`src/rtl/uart_rx_fifo.sv`:
```
// Oversampling serial receiver with glitch rejection, sticky error flags
// and a first-word-fall-through output FIFO.
module uart_rx_fifo #(
  parameter int DATA_BITS  = 8,
  parameter int PARITY     = 0,
  parameter int STOP_BITS  = 1,
  parameter int FIFO_DEPTH = 8,
  parameter int DIV_WIDTH  = 16
) (
  input  logic                          clk,
  input  logic                          reset,
  input  logic                          ser_rx,
  input  logic [DIV_WIDTH-1:0]          cfg_divider,
  output logic [7:0]                    rd_data,
  output logic                          rd_valid,
  input  logic                          rd_ready,
  output logic [$clog2(FIFO_DEPTH):0]   fifo_level,
  output logic                          frame_err,
  output logic                          parity_err,
  output logic                          overrun,
  input  logic                          err_clear
);

  localparam int AW = $clog2(FIFO_DEPTH);
  localparam int LW = AW + 1;

  typedef enum logic [2:0] {
    S_IDLE      = 3'd0,
    S_START     = 3'd1,
    S_DATA      = 3'd2,
    S_PARITY    = 3'd3,
    S_STOP      = 3'd4,
    S_WAIT_IDLE = 3'd5
  } state_t;

  function automatic logic parity_calc(input logic [DATA_BITS-1:0] d, input logic odd);
    return (^d) ^ odd;
  endfunction

  state_t                 state_q, state_d;
  logic                   sync1_q, sync2_q, rx_prev_q;
  logic                   rx_s, fall_s, tick_s, last_data_s, last_stop_s, stop_bad_s;
  logic [DIV_WIDTH-1:0]   div_q, div_d, cnt_q, cnt_d;
  logic [3:0]             bit_cnt_q, bit_cnt_d;
  logic [DATA_BITS-1:0]   shift_q, shift_d;
  logic                   par_bad_q, par_bad_d, frm_bad_q, frm_bad_d;
  logic                   push_s, set_fe_s, set_pe_s;
  logic [7:0]             push_byte_s;
  logic [7:0]             mem_q [FIFO_DEPTH];
  logic [AW-1:0]          wr_ptr_q, wr_ptr_d, rd_ptr_q, rd_ptr_d;
  logic [LW-1:0]          level_q, level_d;
  logic [7:0]             rd_data_q, rd_data_d;
  logic                   rd_valid_q, rd_valid_d;
  logic                   pop_s, full_s, push_acc_s, ovr_set_s;
  logic                   frame_err_q, frame_err_d, parity_err_q, parity_err_d;
  logic                   overrun_q, overrun_d;

  assign rx_s        = sync2_q;
  assign fall_s      = rx_prev_q & ~rx_s;
  assign tick_s      = (cnt_q == DIV_WIDTH'(1));
  assign last_data_s = (bit_cnt_q == 4'(DATA_BITS - 1));
  assign last_stop_s = (bit_cnt_q == 4'(STOP_BITS - 1));
  assign stop_bad_s  = frm_bad_q | ~rx_s;

  // Synchronizer, FSM state and receive datapath registers.
  always_ff @(posedge clk) begin
    if (reset) begin
      sync1_q   <= 1'b1;
      sync2_q   <= 1'b1;
      rx_prev_q <= 1'b1;
      state_q   <= S_IDLE;
      div_q     <= '0;
      cnt_q     <= '0;
      bit_cnt_q <= 4'd0;
      shift_q   <= '0;
      par_bad_q <= 1'b0;
      frm_bad_q <= 1'b0;
    end else begin
      sync1_q   <= ser_rx;
      sync2_q   <= sync1_q;
      rx_prev_q <= sync2_q;
      state_q   <= state_d;
      div_q     <= div_d;
      cnt_q     <= cnt_d;
      bit_cnt_q <= bit_cnt_d;
      shift_q   <= shift_d;
      par_bad_q <= par_bad_d;
      frm_bad_q <= frm_bad_d;
    end
  end

  // Next-state logic.
  always_comb begin
    state_d = state_q;
    case (state_q)
      S_IDLE: begin
        if (fall_s) state_d = S_START;
        else        state_d = S_IDLE;
      end
      S_START: begin
        if (tick_s) state_d = rx_s ? S_IDLE : S_DATA;
        else        state_d = S_START;
      end
      S_DATA: begin
        if (tick_s && last_data_s) state_d = (PARITY != 0) ? S_PARITY : S_STOP;
        else                       state_d = S_DATA;
      end
      S_PARITY: begin
        if (tick_s) state_d = S_STOP;
        else        state_d = S_PARITY;
      end
      S_STOP: begin
        if (tick_s && last_stop_s) begin
          if (stop_bad_s) state_d = rx_s ? S_IDLE : S_WAIT_IDLE;
          else            state_d = S_IDLE;
        end else begin
          state_d = S_STOP;
        end
      end
      S_WAIT_IDLE: begin
        if (rx_s) state_d = S_IDLE;
        else      state_d = S_WAIT_IDLE;
      end
      default: state_d = S_IDLE;
    endcase
  end

  // Bit timing, shift register and end-of-frame events; the divider is
  // captured at the start edge so mid-frame cfg changes are ignored.
  always_comb begin
    div_d     = div_q;
    cnt_d     = cnt_q;
    bit_cnt_d = bit_cnt_q;
    shift_d   = shift_q;
    par_bad_d = par_bad_q;
    frm_bad_d = frm_bad_q;
    push_s    = 1'b0;
    set_fe_s  = 1'b0;
    set_pe_s  = 1'b0;
    case (state_q)
      S_IDLE: begin
        if (fall_s) begin
          div_d     = cfg_divider;
          cnt_d     = cfg_divider >> 1;
          bit_cnt_d = 4'd0;
          par_bad_d = 1'b0;
          frm_bad_d = 1'b0;
        end else begin
          cnt_d = cnt_q;
        end
      end
      S_START: begin
        if (tick_s) cnt_d = div_q;
        else        cnt_d = cnt_q - DIV_WIDTH'(1);
      end
      S_DATA: begin
        if (tick_s) begin
          cnt_d     = div_q;
          shift_d   = {rx_s, shift_q[DATA_BITS-1:1]};
          bit_cnt_d = last_data_s ? 4'd0 : bit_cnt_q + 4'd1;
        end else begin
          cnt_d = cnt_q - DIV_WIDTH'(1);
        end
      end
      S_PARITY: begin
        if (tick_s) begin
          cnt_d     = div_q;
          par_bad_d = (rx_s != parity_calc(shift_q, (PARITY == 1)));
        end else begin
          cnt_d = cnt_q - DIV_WIDTH'(1);
        end
      end
      S_STOP: begin
        if (tick_s) begin
          cnt_d     = div_q;
          frm_bad_d = stop_bad_s;
          if (last_stop_s) begin
            bit_cnt_d = 4'd0;
            set_fe_s  = stop_bad_s;
            push_s    = ~stop_bad_s;
            set_pe_s  = ~stop_bad_s & par_bad_q;
          end else begin
            bit_cnt_d = bit_cnt_q + 4'd1;
          end
        end else begin
          cnt_d = cnt_q - DIV_WIDTH'(1);
        end
      end
      S_WAIT_IDLE: cnt_d = cnt_q;
      default:     cnt_d = cnt_q;
    endcase
  end

  // FIFO control; the registered head is precomputed so rd_data is a flop.
  always_comb begin
    push_byte_s                  = 8'h00;
    push_byte_s[DATA_BITS-1:0]   = shift_q;
    pop_s      = rd_ready & rd_valid_q;
    full_s     = (level_q == LW'(FIFO_DEPTH));
    push_acc_s = push_s & (~full_s | pop_s);
    ovr_set_s  = push_s & full_s & ~pop_s;
    wr_ptr_d   = push_acc_s ? wr_ptr_q + AW'(1) : wr_ptr_q;
    rd_ptr_d   = pop_s ? rd_ptr_q + AW'(1) : rd_ptr_q;
    case ({push_acc_s, pop_s})
      2'b10:   level_d = level_q + LW'(1);
      2'b01:   level_d = level_q - LW'(1);
      default: level_d = level_q;
    endcase
    rd_valid_d = (level_d != '0);
    if (level_d == '0)                            rd_data_d = 8'h00;
    else if (push_acc_s && (wr_ptr_q == rd_ptr_d)) rd_data_d = push_byte_s;
    else                                          rd_data_d = mem_q[rd_ptr_d];
    frame_err_d  = set_fe_s  ? 1'b1 : (err_clear ? 1'b0 : frame_err_q);
    parity_err_d = set_pe_s  ? 1'b1 : (err_clear ? 1'b0 : parity_err_q);
    overrun_d    = ovr_set_s ? 1'b1 : (err_clear ? 1'b0 : overrun_q);
  end

  // FIFO storage, pointers and registered outputs.
  always_ff @(posedge clk) begin
    if (reset) begin
      for (int i = 0; i < FIFO_DEPTH; i++) mem_q[i] <= 8'h00;
      wr_ptr_q     <= '0;
      rd_ptr_q     <= '0;
      level_q      <= '0;
      rd_data_q    <= 8'h00;
      rd_valid_q   <= 1'b0;
      frame_err_q  <= 1'b0;
      parity_err_q <= 1'b0;
      overrun_q    <= 1'b0;
    end else begin
      if (push_acc_s) mem_q[wr_ptr_q] <= push_byte_s;
      wr_ptr_q     <= wr_ptr_d;
      rd_ptr_q     <= rd_ptr_d;
      level_q      <= level_d;
      rd_data_q    <= rd_data_d;
      rd_valid_q   <= rd_valid_d;
      frame_err_q  <= frame_err_d;
      parity_err_q <= parity_err_d;
      overrun_q    <= overrun_d;
    end
  end

  assign rd_data    = rd_data_q;
  assign rd_valid   = rd_valid_q;
  assign fifo_level = level_q;
  assign frame_err  = frame_err_q;
  assign parity_err = parity_err_q;
  assign overrun    = overrun_q;

endmodule

```
`config.mk`:
```
export PLATFORM = sky130hd
export DESIGN_NAME = uart_rx_fifo
export DESIGN_NICKNAME = d
export VERILOG_FILES = /design/src/rtl/uart_rx_fifo.sv
export SDC_FILE = /design/constraint.sdc
export NUM_CORES = 1
export LEC_CHECK = 0
export CORE_MARGIN = 4
export CORE_UTILIZATION = 60
export CTS_CLUSTER_DIAMETER = 120
export DETAILED_ROUTE_END_ITERATION = 12
export PLACE_DENSITY = 0.8
export SETUP_SLACK_MARGIN = 0.4
export SLEW_MARGIN = 10
export SYNTH_ARGS = -nofsm -noshare
export SYNTH_HDL_FRONTEND = slang
export SYNTH_SLANG_ARGS = --single-unit
```
`constraint.sdc`:
```
create_clock -name clk -period 6.7 [get_ports clk]
set_input_delay 1.005 -clock clk [delete_from_list [all_inputs] [get_ports clk]]
set_output_delay 1.005 -clock clk [all_outputs]
set_load 0.02 [all_outputs]
```
### Word level (Yosys, flattened, before mapping)

Memories as Yosys holds them, arrays and structs flattened. A register that Yosys moved wholly into a read port is not among the register bits.
Cells that the tools add are included.

| word-level totals | value |
|---|---|
| memories kept | 1 |
| register bits after elaboration | 66 |
| memory bits (writable) | 64 |

| operators by class | value |
|---|---|
| bitwise gates (word level) | 12 |
| $add $sub $neg | 6 |
| equal/unequal tests | 15 |
| mux-type cells | 46 |
| reductions and logical operators | 23 |

Memories:

| memory | words | bits a word | read ports | clocked after memory_dff | write ports | RTL line | text |
|---|---|---|---|---|---|---|---|
| mem_q | 8 | 8 | 1 | 1 | 8 | 49 | `logic [7:0] mem_q [FIFO_DEPTH];` |

Operators by type and width:

| cell | count |
|---|---|
| $mux 16 | 2 |
| $pmux 16 s2 | 1 |
| $mux 1 | 23 |
| $mux 3 | 7 |
| $mux 4 | 5 |
| $pmux 3 s6 | 1 |
| $eq 16x1->1 const B | 1 |
| $sub 16x1->16 const B | 1 |
| $pmux 4 s3 | 1 |
| $reduce_bool 2->1 | 6 |
| $add 4x1->4 const B | 2 |
| $logic_not 4->1 | 2 |
| $mux 8 | 1 |
| $ne 2x2->1 const B | 4 |
| $pmux 4 s2 | 1 |
| $reduce_or 8->1 | 1 |
| $reduce_xor 8->1 | 1 |
| $add 3x1->3 const B | 2 |
| $and 1x1->1 | 6 |
| $eq 3x2->1 const B | 2 |
| $eq 3x3->1 const B | 2 |
| $reduce_and 2->1 | 3 |
| $reduce_and 3->1 | 2 |
| $eq 4x3->1 const B | 1 |
| other kinds (17) | 24 |

### Depth between registers and ports, before layout

| logic depth | value |
|---|---|
| word-level depth | 12 |
| gate-level depth with buffers | 14 |

### Worst setup path after synthesis

No wires, ideal clock.

| path | value |
|---|---|
| path kind | input to register |
| start point | input port rd_ready |
| end point | register rd_data_q[0] (netlist: rd_data[0]), read port of mem_q |
| stages on the path | 8 |
| path buffers | 2 |
| slack | 3.625 ns |
| data required time | 6.569 ns |
| data arrival time | 2.945 ns |
| library setup time | 0.131 ns |
| path through | and2_1 buf_6 xnor2_2 buf_6 mux4_2 mux2_2 mux2i_1 a21oi_1 |

| on the way | value |
|---|---|
| longest elaborated chain between the ends | 7 |

Ends and longest elaborated chain:

| element | RTL line | text |
|---|---|---|
| from (decl) | 16 | `input logic rd_ready,` |
| $and 1x1->1 * | 198 | `pop_s = rd_ready & rd_valid_q;` |
| $or 1x1->1 | 200 | `push_acc_s = push_s & (~full_s \| pop_s);` |
| $and 1x1->1 | 200 |  |
| $eq 2x1->1 / $eq 2x2->1 (equally long branches) | 204 | `case ({push_acc_s, pop_s})` |
| $pmux 4 s2 | 204 |  |
| $logic_not 4->1 | 210 | `if (level_d == '0) rd_data_d = 8'h00;` |
| $reduce_or 2->1 (no source line) | n/a |  |
| to (decl) | 52 | `logic [7:0] rd_data_q, rd_data_d;` |

Mark *: on every way between the ends. The rest lies on a longest branch, timed or not.
A chain may end at the register's enable or synchronous reset.

### Worst setup path after layout

| path | value |
|---|---|
| start point | register cnt_q[0] |
| end point | register rd_data_q[6] (netlist: rd_data[6]), read port of mem_q |

| on the way | value |
|---|---|
| longest elaborated chain between the ends | 8 |

Ends and longest elaborated chain:

| element | RTL line | text |
|---|---|---|
| from (decl) | 43 | `logic [DIV_WIDTH-1:0] div_q, div_d, cnt_q, cnt_d;` |
| from (signal assigned) | 84 | `cnt_q <= cnt_d;` |
| $eq 16x1->1 * | 60 | `assign tick_s = (cnt_q == DIV_WIDTH'(1));` |
| $mux 1 * | 174 | `if (tick_s) begin` |
| $mux 1 * | 140 | `case (state_q)` |
| $and 1x1->1 * | 200 |  |
| $eq 2x1->1 / $eq 2x2->1 (equally long branches) | 204 |  |
| $pmux 4 s2 * | 204 |  |
| $logic_not 4->1 * | 210 |  |
| $reduce_or 2->1 (no source line) * | n/a |  |

Marks and branches as above.

==> results_dict.tcl <==
set metrics [dict create \
    core_area_um2 10900 \
    min_path_type "reg2reg" \
    async_reset_ff_frac 0 \
    path_class "reg2reg" \
    ys.flop_type "dfxtp_1" \
    critPathArrivalTime_ns 3.91 \
    row_count 38 \
    cap_violations 0 \
    yosysSeqAreaShare 0.503 \
    post-route-min-period_ns 3.63 \
    cts.sink_count 138 \
    diodes 0 \
    dieArea_um2 13000 \
    period_share 0.541 \
    post_cts_buffers 0 \
    wl_per_cell_um 18.1 \
    die_x_um 114 \
    slowest_delay_ns 0.54 \
    swShare 0.247 \
    syn_avg_cell_area_um2 10.5 \
    initial_core_util 0.619 \
    first_global_vias 4804 \
    cp_common_cell "ha_1" \
    synth_seq_cells 138 \
    io_buffers 36 \
    clk_latency_ns 0.42 \
    syn-instance-count 642 \
    grt_use_total 0.243 \
    grt.overflow.total 0 \
    synth_fp_nets 670 \
    setup_viol 0 \
    p_seq_frac 0.417 \
    crit_fanout 15 \
    crit_required_ns 6.98 \
    power_frac_comb 0.157 \
    area_growth_pct 15.2 \
    ctsHoldBuffers 0 \
    drtIter0Drc 411 \
    cts_tree "yes" \
    num_vias 4852 \
    grt_pass1_wl_um 24400 \
    drive_gt1_frac 0.132 \
    fillers 785 \
    p_leak_nw 2.93 \
    synth.distinct_cells 65 \
    max_freq_ghz 0.276 \
    seqCellArea_um2 3400 \
    fp.dieH_um 114 \
    first_pass_iters 4 \
    drcViolationCount 0 \
    p_int_mw 1.74 \
    cts_made_buffers 17 \
    p_per_area_nw_per_um2 296 \
    final_area_um2 7800 \
    skew_ns 0.00983 \
    placed_cell_area_um2 7170 \
    rsz0062_at_grt "false" \
    hold_viol 0 \
    grt_max_degree 43 \
    routed_via_density 5.95 \
    power_frac_clock 0.426 \
    cp-start-kind "register" \
    antenna_left 0 \
    htreeDepth 4 \
    antenna_found_initial 0 \
    slew_headroom 0.222 \
    wirelength_um 14800 \
    final_max_slew_viol_count 0 \
    switching_power_uw 571 \
    cts-root-buf "clkbuf_16" \
    clk_pin_slew_ns 0.06 \
    dp.final_hpwl_um 10000 \
    synth_warnings 0 \
    synth_edf_count 64 \
    outcome "finished, final reports clean" \
    cpMaxStageDelayCell "nand4_2" \
    ir_drop_uv 277 \
    worst_slew_pin_slew_ns 1.16 \
    multi_input_area_um2 3150 \
    finalSetupTns_ns 0 \
    path_cells "ha_1, nor4b_1, nand4_2, nor2_8, nor2_1, xor2_1, ha_1, nor3b_1, or4_4, o21ai_2, a21oi_2, a21oi_1" \
    post_cts_resize_count 0 \
    ios 37 \
    critPathCaptureType "register" \
    syn_area_um2 6770 \
    layout.nets 690 \
    clockBufferDepth 2 \
    gp_congestion 0.862 \
]
flip-flops by register name (all words and copies together), names as in the netlist, 3 cells and up:
| register | cells |
|---|---|
| mem_q | 64 |
| cnt_q | 16 |
| div_q | 16 |
| push_byte_s | 8 |
| rd_data | 8 |
| bit_cnt_q | 4 |
| fifo_level | 4 |
| rd_ptr_q | 3 |
| state_q | 3 |
| wr_ptr_q | 3 |
layout make-up:
type / count / area share
Timing Repair Buffer: 42 / 0.0513
Clock inverter: 10 / 0.0173
Tap cell: 140 / 0.0225
Clock buffer: 22 / 0.0637
Multi-Input combinational cell: 452 / 0.403
Inverter: 11 / 0.00530
Sequential cell: 138 / 0.436
metal layers:
layer / up-vias / global-route usage / share of wire
met3: 22 / 0.0761 / 0.069
met1: 2351 / 0.309 / 0.42
met2: 155 / 0.390 / 0.49
li1: 2324 / - / -
met4: 0 / 0.0942 / 0.021
met5: - / 0 / 0
cell usage in the layout, fill, tap and decap left out, drive strengths merged, types with 13 or more instances in the layout:
master	count
dfxtp	74
nand2	72
and2	66
edfxtp	64
nor2	55
a21oi	45
clkdlybuf4s50	35
mux2i	22
clkbuf	22
o21ai	18
xnor2	17
mux4	16
nor3	13
path summary, 6_finish.rpt:
kind	start	to	slack [ns]	depth (start not counted)
setup reg to reg	cnt_q[0]$_SDFFE_PP0P_	rd_data[6]$_SDFF_PP0_	3.07	12
hold / removal	sync1_q$_SDFF_PP1_	rx_s$_SDFF_PP1_	0.43	1
setup / recovery	cnt_q[0]$_SDFFE_PP0P_	rd_data[6]$_SDFF_PP0_	3.07	12
hold reg to reg	sync1_q$_SDFF_PP1_	rx_s$_SDFF_PP1_	0.43	1
power groups by stage:
| stage | registers (mW) | clock network, mW | logic (mW) |
|---|---|---|---|
| after floorplan | 0.982 | 0 | 0.268 |
| after global placement | 0.977 | 0 | 0.350 |
| after detailed placement | 0.979 | 0 | 0.360 |
| after CTS | 0.962 | 0.995 | 0.365 |
| after global routing | 0.968 | 1.03 | 0.398 |
| final | 0.963 | 0.984 | 0.364 |
synthesized netlist by cell type (9+ instances only):
master	number	area (um^2)
xor2_1	12	105
inv_1	11	41.3
o21ai_0	16	80.1
xnor2_1	16	140
nor2_1	50	188
and2_1	66	413
a311oi_1	12	105
nand3_1	9	45.0
a21oi_1	44	220
nand2_1	70	263
a211oi_1	12	90.1
mux4_2	15	338
mux2i_1	21	210
clkbuf_1	30	113
dfxtp_1	74	1480
edfxtp_1	64	1920
stage by stage:
step | util | hold WS (ns) | total power [mW] | setup slack [ns] | std cells
3_3_place_gp | 0.655 | 0.396 | 1.33 | 3.01 | 783
4_1_cts | 0.713 | 0.435 | 2.32 | 3.02 | 815
3_5_place_dp | 0.655 | 0.413 | 1.34 | 2.79 | 783
6_report | 0.713 | 0.427 | 2.31 | 3.07 | 815
2_1_floorplan | - | 0.389 | 1.25 | 3.62 | 642
5_1_grt | 0.713 | 0.453 | 2.40 | 2.78 | 815
kinds of logic after synthesis:
kind of cell,count (synthesis),share of synthesized area
AND/OR/NAND/NOR,263,0.210
flip-flops,138,0.503
AO/OA/AOI/OAI,107,0.101
multiplexers,46,0.101
adder cells (fa/ha/maj),7,0.0129
buffers and inverters,52,0.0340
XOR/XNOR,29,0.0386
critical path: cells and delay by family, from the launching register on:
kind                       cells  cell delay (ns)
and+or+nand+nor                6             1.82
AOI/OAI and AO/OA              3             0.53
adders and majority gates      2             0.52
xor gates and xnor gates       1             0.15
DFF                            1             0.44
Power figures use the tool's default switching activity.
